===== config.mk =====
export PLATFORM = sky130hd
export DESIGN_NAME = m_seq_sat_counter
export DESIGN_NICKNAME = d
export VERILOG_FILES = /design/src/rtl/m_seq_sat_counter.sv
export SDC_FILE = /design/constraint.sdc
export NUM_CORES = 1
export LEC_CHECK = 0
export CAP_MARGIN = 0
export CORE_AREA = 2 2 49 51
export CTS_CLUSTER_SIZE = 16
export DETAILED_ROUTE_END_ITERATION = 6
export DIE_AREA = 0 0 51 53
export PLACE_DENSITY = 0.66
export SETUP_SLACK_MARGIN = 0.5
export SYNTH_ARGS = -nofsm -noshare
export SYNTH_HDL_FRONTEND = slang
export SYNTH_SLANG_ARGS = --single-unit

===== constraint.sdc =====
create_clock -name sys_clk -period 1.8 [get_ports sys_clk]
set_input_delay 0.18 -clock sys_clk [delete_from_list [all_inputs] [get_ports sys_clk]]
set_output_delay 0.18 -clock sys_clk [all_outputs]
set_load 0.005 [all_outputs]

===== src/rtl/m_seq_sat_counter.sv =====
// Saturating up-counter with synchronous clear; clear has priority over increment.
module m_seq_sat_counter #(
  parameter int W = 16
) (
  input  logic         sys_clk,
  input  logic         sys_rst_n,
  input  logic         clr,
  input  logic         inc,
  output logic [W-1:0] count
);

  logic [W-1:0] count_q, count_d;

  always_comb begin
    count_d = count_q;
    if (clr) begin
      count_d = '0;
    end else if (inc && (count_q != {W{1'b1}})) begin
      count_d = count_q + W'(1);
    end
  end

  // sys_rst_n is an active-high synchronous reset despite its name
  always_ff @(posedge sys_clk) begin
    if (sys_rst_n) count_q <= '0;
    else           count_q <= count_d;
  end

  assign count = count_q;

endmodule


==> run metrics <==
crit share post-route=0.761; maximum clock frequency=730 MHz; VDD IR-drop max=0.000647 V; first-pass GRT wire length=4.20 mm; 1st-pass router iterations=4; routed length per instance=14.4 um; H-tree depth=1; Worst setup EP type=flip-flop; fin nets=149; Post-Route WL=2.47 mm; Avg Cell Area, Syn=8.99 sq um; clock power share=0.393; Critical Path Source Type=flip-flop; sequential fraction of the synthesis area=0.349; Yosys cell types=36; CTS tree=yes; Max Cap Viol=0; max FFs per register=16; Crit Path Class=reg -> reg; pre-CTS WS=161 ps; Logic pwr share=0.062; # hold bufs at CTS=0; Inst Count DP=149; switching pwr=144 uW; largest net degree at the start of global routing=12; vias per std cell=5.58; final cell count without fillers=171; worst-margin pin slew=368 ps; DRC=0; DPL Wire Length=1.50 mm; Worst R2R Setup Slack=430 ps; Initial Util=0.427; dpl cell area=0.00119 sq mm; global routing usage on met2=0.370; diodes inserted=0; Leak=0.621 nW; Die Span Y=53 um; Via Count=955; Post-Syn Area=917 sq um; Cells after Synth=102; grt met1 use=0.247; Ys Warns=0; CTS Buf Count=3; Clk Latency, worst-skew pair=290 ps; initial antenna violation count=0; Sw Ratio=0.229; final worst-path setup slack=431 ps; asr flop ratio synth=0; vias in the first global route=942; number of port buffers=19; RSZ-0062 raised after global routing=yes; clk slew on worst S/H paths=100 ps; Core Footprint=0.00215 sq mm; final setup violation count=0; busiest grt layer=met2; Slew HR=0.754; die area=0.00270 sq mm; HP Class=reg -> reg; CTS Buffer Depth=2; RePlAce Congestion=0.752; global-route usage over all layers=0.205; Ports=20; final instance area=0.00147 sq mm; Final Hold Fails=0; syn_nets=107; Die W=51 um; Hold Slack=488 ps; Worst EP arrival=1570 ps; post-route minimum period=1370 ps; Detail Route Antenna Nets=0; initial DRC count=14; Critical Path Fanout Max=6; Clock Root Buffer=clkbuf_4; setup TNS=0 ps; internal power=484 uW; share of cells above drive strength 1=0.490; post-synthesis register bit count=16; overflow left after global routing=0; Reg power frac=0.545; status=complete, no violations; Critical Path RT=2000 ps; CTS Sinks=16; met3 Use GR=0.0537; Final Max Tran Viols=0; Fin Clk Skew=7.23 ps; Pwr Density=426 mW/mm^2; FP Rows=17; number of synthesized flops with an enable pin=0; Post-synth top flop=dfxtp_1; Area Overhead vs Synth=60.7%
## power by group through the flow
stage,sequential [mW],combinational [mW],clock [mW]
after detailed placement,0.364,0.0364,0
final,0.342,0.0390,0.247
after global placement,0.364,0.0363,0
after floorplan,0.364,0.0161,0
after global routing,0.342,0.0432,0.262
after CTS,0.342,0.0389,0.251
## repair_timing
item                                    CTS  global route
buffers inserted                         17             0
resized for setup                        44            12
cloned                                    0             1
pin swaps                                 6             9
endpoints found under the setup margin   32            16
## metrics by stage
step	power (mW)	util
after floorplan	0.380	-
after global placement	0.401	0.553
after detailed placement	0.401	0.553
after CTS	0.632	0.656
after global routing	0.647	0.686
final	0.628	0.686
## synth_stat cells (2+ instances only)
library cell / instances / share of area
a2111o_1: 2 / 0.025
a211oi_1: 3 / 0.025
a21oi_1: 6 / 0.033
a31oi_1: 4 / 0.027
and2_1: 2 / 0.014
and2_2: 2 / 0.016
and3_1: 3 / 0.020
and3_4: 2 / 0.025
buf_6: 2 / 0.025
dfxtp_1: 16 / 0.35
mux2i_1: 6 / 0.065
nand2_1: 13 / 0.053
nand3_1: 5 / 0.027
nand4_1: 3 / 0.020
nor2_1: 2 / 0.0082
nor3_1: 2 / 0.011
o21ai_0: 4 / 0.022
o21ai_1: 2 / 0.011
or3_1: 4 / 0.027
or3_2: 3 / 0.025
## cell families (layout without fill, tap and decap cells)
kind of cell | after synthesis | in the layout | share of synthesized area
mux | 6 | 6 | 0.0655
compound gates | 27 | 27 | 0.206
buf+inv | 6 | 46 | 0.0505
fa+ha+maj | 1 | 1 | 0.0136
flops | 16 | 16 | 0.349
simple gates | 46 | 47 | 0.315
## worst max-delay path, stage by stage, from the launching register on
cell and delay, ps:
dfxtp_4 380, ha_4 150, and4_4 240, and3_4 220, a31oi_1 90, a311oi_1 200
## layout by cell type (no fill, tap or decap), types with 2 or more instances in the layout
cell type and instances:
buf_4 18, dlygate4sd2_1 16, nand2_1 12, dfxtp_4 11
mux2i_1 6, a21oi_1 5, dfxtp_2 5, and3_4 4
o21ai_0 4, a31oi_1 4, nand3_1 3, nand4_1 3
or3_1 3, or3_2 3, a211oi_2 3, clkbuf_4 3
clkdlybuf4s50_1 3, a2111o_1 2, o21ai_1 2, and2_2 2
and3_2 2, nand3_4 2, buf_6 2, buf_12 2
## layer usage
layer  share of wire  vias to the layer above
li1                -                      482
met1            0.45                      447
met2            0.51                       24
met3           0.036                        2
met4          0.0049                        0
met5               0                        -
## cell type report
class / count / area, sq um
fillers: 182 / 674
multi-input cells: 81 / 663
flip-flops and latches: 16 / 368
repair buffers: 41 / 368
clock buffers: 4 / 36.3
well taps: 28 / 35.0
inverters: 1 / 3.75
## final timing paths
kind / start / endpoint / cells after the start
worst max register to register: count[1] / count[12] / 5
worst min-delay path: count[2] / count[2] / 1
worst max-delay path: count[1] / count[12] / 5
worst min register to register: count[2] / count[2] / 1
(Power assumes the default switching activity.)
